==> config.mk <==
export PLATFORM = sky130hd
export DESIGN_NAME = sound_spi_sequencer
export DESIGN_NICKNAME = d
export VERILOG_FILES = /design/src/rtl/sound_pkg.sv /design/src/rtl/spi_shift_engine.sv /design/src/rtl/sound_spi_sequencer.sv
export SDC_FILE = /design/constraint.sdc
export NUM_CORES = 1
export LEC_CHECK = 0
export CORE_UTILIZATION = 50
export DETAILED_ROUTE_END_ITERATION = 8
export GPL_TIMING_DRIVEN = 0
export PLACE_DENSITY = 0.73
export SLEW_MARGIN = 10
export SYNTH_ARGS = -nofsm -noshare
export SYNTH_HDL_FRONTEND = slang
export SYNTH_SLANG_ARGS = --single-unit
export TNS_END_PERCENT = 100
==> constraint.sdc <==
create_clock -name clk -period 2.6 [get_ports clk]
set_input_delay 0.26 -clock clk [delete_from_list [all_inputs] [get_ports clk]]
set_output_delay 0.26 -clock clk [all_outputs]
set_load 0.05 [all_outputs]
==> src/rtl/sound_pkg.sv <==
// Shared types and constants for the sound-path SPI sequencer.
// Frame layouts for the flash READ and the DAC word live here.
package sound_pkg;

  typedef enum logic [2:0] {
    S_IDLE,
    S_FLASH,
    S_GAP,
    S_DAC,
    S_LOAD
  } state_t;

  localparam logic [7:0] FLASH_READ_CMD = 8'h03;
  localparam logic [3:0] DAC_CMD        = 4'b0011;
  localparam logic [5:0] FLASH_BITS     = 6'd48;
  localparam logic [5:0] DAC_BITS       = 6'd16;

  function automatic logic [47:0] flash_frame(
    input logic [23:0] a
  );
    return {FLASH_READ_CMD, a, 16'h0000};
  endfunction

  function automatic logic [47:0] dac_frame(
    input logic [15:0] s
  );
    return {DAC_CMD, s[15:4], 32'h0};
  endfunction

endpackage

==> src/rtl/spi_shift_engine.sv <==
// Mode-0 SPI shifter: SCLK divider, bit counter, 48-bit shift register.
// done is a combinational pulse on the edge that ends the last bit.
module spi_shift_engine #(
  parameter int CLK_DIV = 2
) (
  input  logic        clk,
  input  logic        rst,
  input  logic        start,
  input  logic [5:0]  nbits,
  input  logic [47:0] tx_word,
  input  logic        miso,
  output logic        sclk,
  output logic        mosi,
  output logic        done,
  output logic [15:0] rx_word
);

  localparam int DW = (CLK_DIV > 1) ? $clog2(CLK_DIV) : 1;
  localparam logic [DW-1:0] DIV_MAX = DW'(CLK_DIV - 1);

  logic          active;
  logic          half;
  logic [DW-1:0] div;
  logic [5:0]    left;
  logic [47:0]   sh;

  assign done = active & half
              & (div == DIV_MAX)
              & (left == 6'd1);
  assign rx_word = sh[15:0];

  // TX leaves from the top while RX enters at the bottom
  always_ff @(posedge clk) begin
    if (!rst) begin
      active <= 1'b0;
      half   <= 1'b0;
      div    <= '0;
      left   <= '0;
      sh     <= '0;
      sclk   <= 1'b0;
      mosi   <= 1'b0;
    end else if (start) begin
      active <= 1'b1;
      half   <= 1'b0;
      div    <= '0;
      left   <= nbits;
      sh     <= tx_word;
      sclk   <= 1'b0;
      mosi   <= tx_word[47];
    end else if (active) begin
      if (div != DIV_MAX) begin
        div <= div + 1'b1;
      end else begin
        div <= '0;
        if (!half) begin
          half <= 1'b1;
          sclk <= 1'b1;
          sh   <= {sh[46:0], miso};
        end else begin
          half <= 1'b0;
          sclk <= 1'b0;
          if (left == 6'd1) begin
            active <= 1'b0;
            mosi   <= 1'b0;
          end else begin
            left <= left - 1'b1;
            mosi <= sh[47];
          end
        end
      end
    end
  end

endmodule

==> src/rtl/sound_spi_sequencer.sv <==
// Per-sample flash READ then DAC write over a shared SPI bus.
// Define SOUND_LOOP_EN to wrap the playback region instead of stopping.
module sound_spi_sequencer
  import sound_pkg::*;
#(
  parameter int CLK_DIV = 2,
  parameter int ADDR_W  = 24
) (
  input  logic              clk,
  input  logic              rst,
  input  logic              sound_load,
  input  logic              play,
  input  logic [ADDR_W-1:0] start_addr,
  input  logic [ADDR_W-1:0] end_addr,
  input  logic              spi_miso,
  output logic              spi_sclk,
  output logic              spi_mosi,
  output logic              flash_cs,
  output logic              dac_cs,
  output logic              dac_load,
  output logic [15:0]       sample,
  output logic              sample_valid,
  output logic              busy,
  output logic              overrun,
  output logic              done
);

  state_t            state;
  logic [ADDR_W-1:0] addr;
  logic [15:0]       fetched;
  logic              gap;
  logic              go;
  logic              start;
  logic [5:0]        nbits;
  logic [47:0]       tx_word;
  logic              shift_done;
  logic [15:0]       rx_word;
  logic [23:0]       a24;
  logic [ADDR_W:0]   next_addr;
  logic              wrap;

  assign a24 = 24'(addr);
  assign go = (state == S_IDLE) & sound_load
            & play & !done;
  assign start = go | ((state == S_GAP) & gap);
  assign nbits = (state == S_GAP) ? DAC_BITS
                                  : FLASH_BITS;
  assign tx_word = (state == S_GAP) ? dac_frame(fetched)
                                    : flash_frame(a24);
  assign next_addr = {1'b0, addr} + (ADDR_W+1)'(2);
  assign wrap = next_addr >= {1'b0, end_addr};

  spi_shift_engine #(
    .CLK_DIV(CLK_DIV)
  ) u_eng (
    .clk    (clk),
    .rst    (rst),
    .start  (start),
    .nbits  (nbits),
    .tx_word(tx_word),
    .miso   (spi_miso),
    .sclk   (spi_sclk),
    .mosi   (spi_mosi),
    .done   (shift_done),
    .rx_word(rx_word)
  );

  always_ff @(posedge clk) begin
    if (!rst) begin
      state        <= S_IDLE;
      addr         <= '0;
      fetched      <= '0;
      gap          <= 1'b0;
      flash_cs     <= 1'b1;
      dac_cs       <= 1'b1;
      dac_load     <= 1'b0;
      sample       <= '0;
      sample_valid <= 1'b0;
      busy         <= 1'b0;
      overrun      <= 1'b0;
      done         <= 1'b0;
    end else begin
      dac_load     <= 1'b0;
      sample_valid <= 1'b0;
      if (sound_load && state != S_IDLE)
        overrun <= 1'b1;
      unique case (state)
        S_IDLE: begin
          if (!play) begin
            addr    <= start_addr;
            overrun <= 1'b0;
            done    <= 1'b0;
          end else if (go) begin
            state    <= S_FLASH;
            flash_cs <= 1'b0;
            busy     <= 1'b1;
          end
        end
        S_FLASH: begin
          if (shift_done) begin
            // first byte off the wire is the low byte
            state    <= S_GAP;
            flash_cs <= 1'b1;
            fetched  <= {rx_word[7:0], rx_word[15:8]};
            gap      <= 1'b0;
          end
        end
        S_GAP: begin
          gap <= 1'b1;
          if (gap) begin
            state  <= S_DAC;
            dac_cs <= 1'b0;
          end
        end
        S_DAC: begin
          if (shift_done) begin
            state        <= S_LOAD;
            dac_cs       <= 1'b1;
            dac_load     <= 1'b1;
            sample_valid <= 1'b1;
            sample       <= fetched;
          end
        end
        S_LOAD: begin
          state <= S_IDLE;
          busy  <= 1'b0;
`ifdef SOUND_LOOP_EN
          addr <= wrap ? start_addr
                       : next_addr[ADDR_W-1:0];
`else
          addr <= next_addr[ADDR_W-1:0];
          if (wrap)
            done <= 1'b1;
`endif
        end
        default: state <= S_IDLE;
      endcase
    end
  end

endmodule

==> impl_metrics.toml <==
[timing]
fin_ws_ns = -0.373
finalHoldViolations = 0
slew_headroom_pct = 46.5
maxSlewViolCount = 0
fin_crit_sh_pct = 114
grt_setup_unrepaired = "yes"
period_minus_slack_ns = 2.97
tightest_slew_ns = 0.796
skew_ns = 0.00741
setup_viol = 1
fmax_mhz = 336

[clock_network]
htreeDepth = 4
clk_pin_slew_ns = 0.06
clock_path_buffers = 2
insertion_delay_ns = 0.41
ctsHoldBuffers = 0
cts_buffers = 17
cts_tree = "yes"
clock-root-buffer = "clkbuf_16"
cts.sinks = 124

[power]
clkPwrFrac_pct = 48.2
p_leak_nw = 3.19
p_per_area_nw_per_um2 = 626
power_frac_comb_pct = 10.0
switching_share_pct = 23.5
p_switching_mw = 1.14
p_int_mw = 3.72
total_power_mw = 4.87
seqPwrFrac_pct = 41.8
peakVddDrop_mv = 0.384

[final_layout]
nFillCells = 1000
seq_area_sq_um = 2490
area_delta_synth_final_pct = 26.6
fin_util_pct = 64.8
diodes = 0
multi_input_area_sq_um = 3390
drive_gt1_share_pct = 7.77
nets = 932

[yosys]
synth_cell_types = 52
yosysTopAreaCellShare_pct = 40.4
syn_inst = 754
yosysMostFrequentCell = "dfxtp_1"
async_reset_ff_share_pct = 0
yosysWarnings = 0
syn_avg_cell_area_sq_um = 8.15
syn_nets = 834
yosysTopAreaCell = "dfxtp_1"
synthTopCellsByCount = "dfxtp_1, nand2_1, a21oi_1, nor2_1, o21ai_0"
synth_ff_type = "dfxtp_1"
synth-seq-cells = 124
syn_area_sq_um = 6140
synth_area_leaders = "dfxtp_1, nand2_1, ha_1"
synth-edff-count = 0
synth-seq-area-share_pct = 40.4

[floorplan]
dieArea_sq_um = 12700
fp.dieH_microns = 113
start_util_pct = 51.1
core_area_sq_um = 12000
fp.dieW_microns = 113
rows = 40
ios = 78

[route]
dr.pass1.iters = 5
viasPerCell = 5.71
vias = 5763
wire_per_inst_microns = 16.6
post-route-drc-count = 0
drtIter0Drc = 437
postRouteAntennaNets = 0
drt_wl_total_mm = 16.7

[setup_path]
critPathKind = "flop to flop"
crit_path_end_kind = "flop"
rr_startpoint = "a24[3]"
cp.required_ns = 2.93
worstPathMaxFanout = 9
startpoint_type = "flop"
critical_path.endpoint = "done"
r2r_slack_ns = -0.37
r2r-end = "done"
arrival_ns = 3.30
startpoint = "a24[3]"
r2r_cells = 13

[placement]
place_congestion = 0.848
port-buffer-count = 76
post-dp-hpwl_mm = 12.1

[global_route]
grt_pass1_vias = 5505
antenna_found_initial = 0
grt_max_degree = 17
grt_overflow = 0
grtUsageTotal_pct = 27.1
grt_pass1_wl_mm = 27.2

[hold_path]
hold_class = "input pin to flop"

[status]
outcome = "finished with violations"
violations = "setup timing"

[flow_run]
cap_violations = 0
## stage by stage
stage	cell area (sq um)	setup TNS [ns]	hold slack, ns	setup WS (ns)	instances
floorplan	6170	-0.0193	0.396	-0.0193	754
detailed placement	7110	-0.843	0.446	-0.759	977
finish	7780	-0.373	0.433	-0.373	1009
global placement	7110	-0.681	0.447	-0.681	977
global route	7780	-0.535	0.429	-0.535	1009
CTS	7750	-0.476	0.421	-0.476	1009
## worst max-delay path, cell delays in order, from the launching register on
cell and delay, ns:
dfxtp_1 0.30, buf_2 0.19, nand3_2 0.16, nor4_4 0.30, buf_4 0.18, buf_4 0.18, nand3_1 0.11, xnor2_1 0.16
ha_1 0.31, nand4_1 0.20, a211oi_1 0.28, o211a_1 0.24, o31ai_1 0.09, a41oi_1 0.21
## worst min-delay path by stage
stage	start	to	slack, ns	depth (start not counted)
6_report	start_addr[2]	a24[2]	0.43	3
5_1_grt	start_addr[16]	a24[16]	0.43	3
4_1_cts	start_addr[0]	a24[0]	0.42	3
3_5_place_dp	u_eng.mosi	u_eng.mosi	0.45	2
3_3_place_gp	u_eng.sh[46]	u_eng.sh[46]	0.45	2
2_1_floorplan	start_addr[0]	a24[0]	0.40	2
## cell type report
type | instances | share of cell area [%]
Inverter | 32 | 1.54
Buffer | 53 | 2.88
Clock buffer | 21 | 5.92
Multi-Input combinational cell | 544 | 43.5
Sequential cell | 124 | 32.1
Clock inverter | 8 | 1.53
Tap cell | 147 | 2.36
Timing Repair Buffer | 80 | 10.2
## layout by cell type (no fill, tap or decap), drive strengths merged, types with 11 or more instances in the layout
| master | netlist | layout |
|---|---|---|
| a31oi | 13 | 13 |
| clkbuf | 41 | 61 |
| nor2 | 66 | 66 |
| nand2 | 118 | 118 |
| xnor2 | 17 | 17 |
| o21ai | 46 | 46 |
| ha | 27 | 27 |
| o31ai | 29 | 29 |
| nand4 | 11 | 11 |
| a21oi | 66 | 66 |
| buf | 13 | 17 |
| mux2i | 32 | 32 |
| clkdlybuf4s50 | 0 | 76 |
| dfxtp | 124 | 124 |
| xor2 | 11 | 11 |
| nand3 | 20 | 20 |
| inv | 31 | 31 |
## registers in the layout, indices dropped and copies added, names as in the netlist
register / count
fetched: 16
u_eng.div: 1
state: 3
u_eng.active: 1
u_eng.mosi: 1
busy: 1
overrun: 1
flash_cs: 1
u_eng.sh: 48
gap: 1
u_eng.half: 1
sample: 16
done: 1
dac_cs: 1
a24: 24
u_eng.left: 6
sample_valid: 1
## power by group through the flow
stage	combinational (mW)	clock (mW)	sequential, mW
after detailed placement	0.477	0	2.07
final	0.488	2.34	2.03
after global routing	0.541	2.45	2.04
after floorplan	0.292	0	2.06
after global placement	0.466	0	2.06
after CTS	0.481	2.36	2.03
## per-layer routing
metal	wire length [microns]	global-route usage [%]	up-vias
met5	0	0	-
met4	319	11.8	0
met3	1040	4.77	28
met2	8020	45.5	207
met1	7340	34.2	2683
li1	-	-	2845
## logic make-up (layout without fill, tap and decap cells)
kind of cell,count (synthesis),in the layout,share of synthesized area [%]
compound gates,197,197,19.7
xor+xnor,28,28,3.99
fa+ha+maj,27,27,5.50
buf+inv,86,194,5.52
flops,124,124,40.4
mux,32,32,5.21
simple gates,260,260,19.6
## repair_timing
action	CTS	global route
buffers inserted	4	0
resized for setup	8	10
endpoints found under the setup margin	8	11
cloned	0	0
pin swaps	3	2
Note: power is estimated with default switching activity, not from simulation.
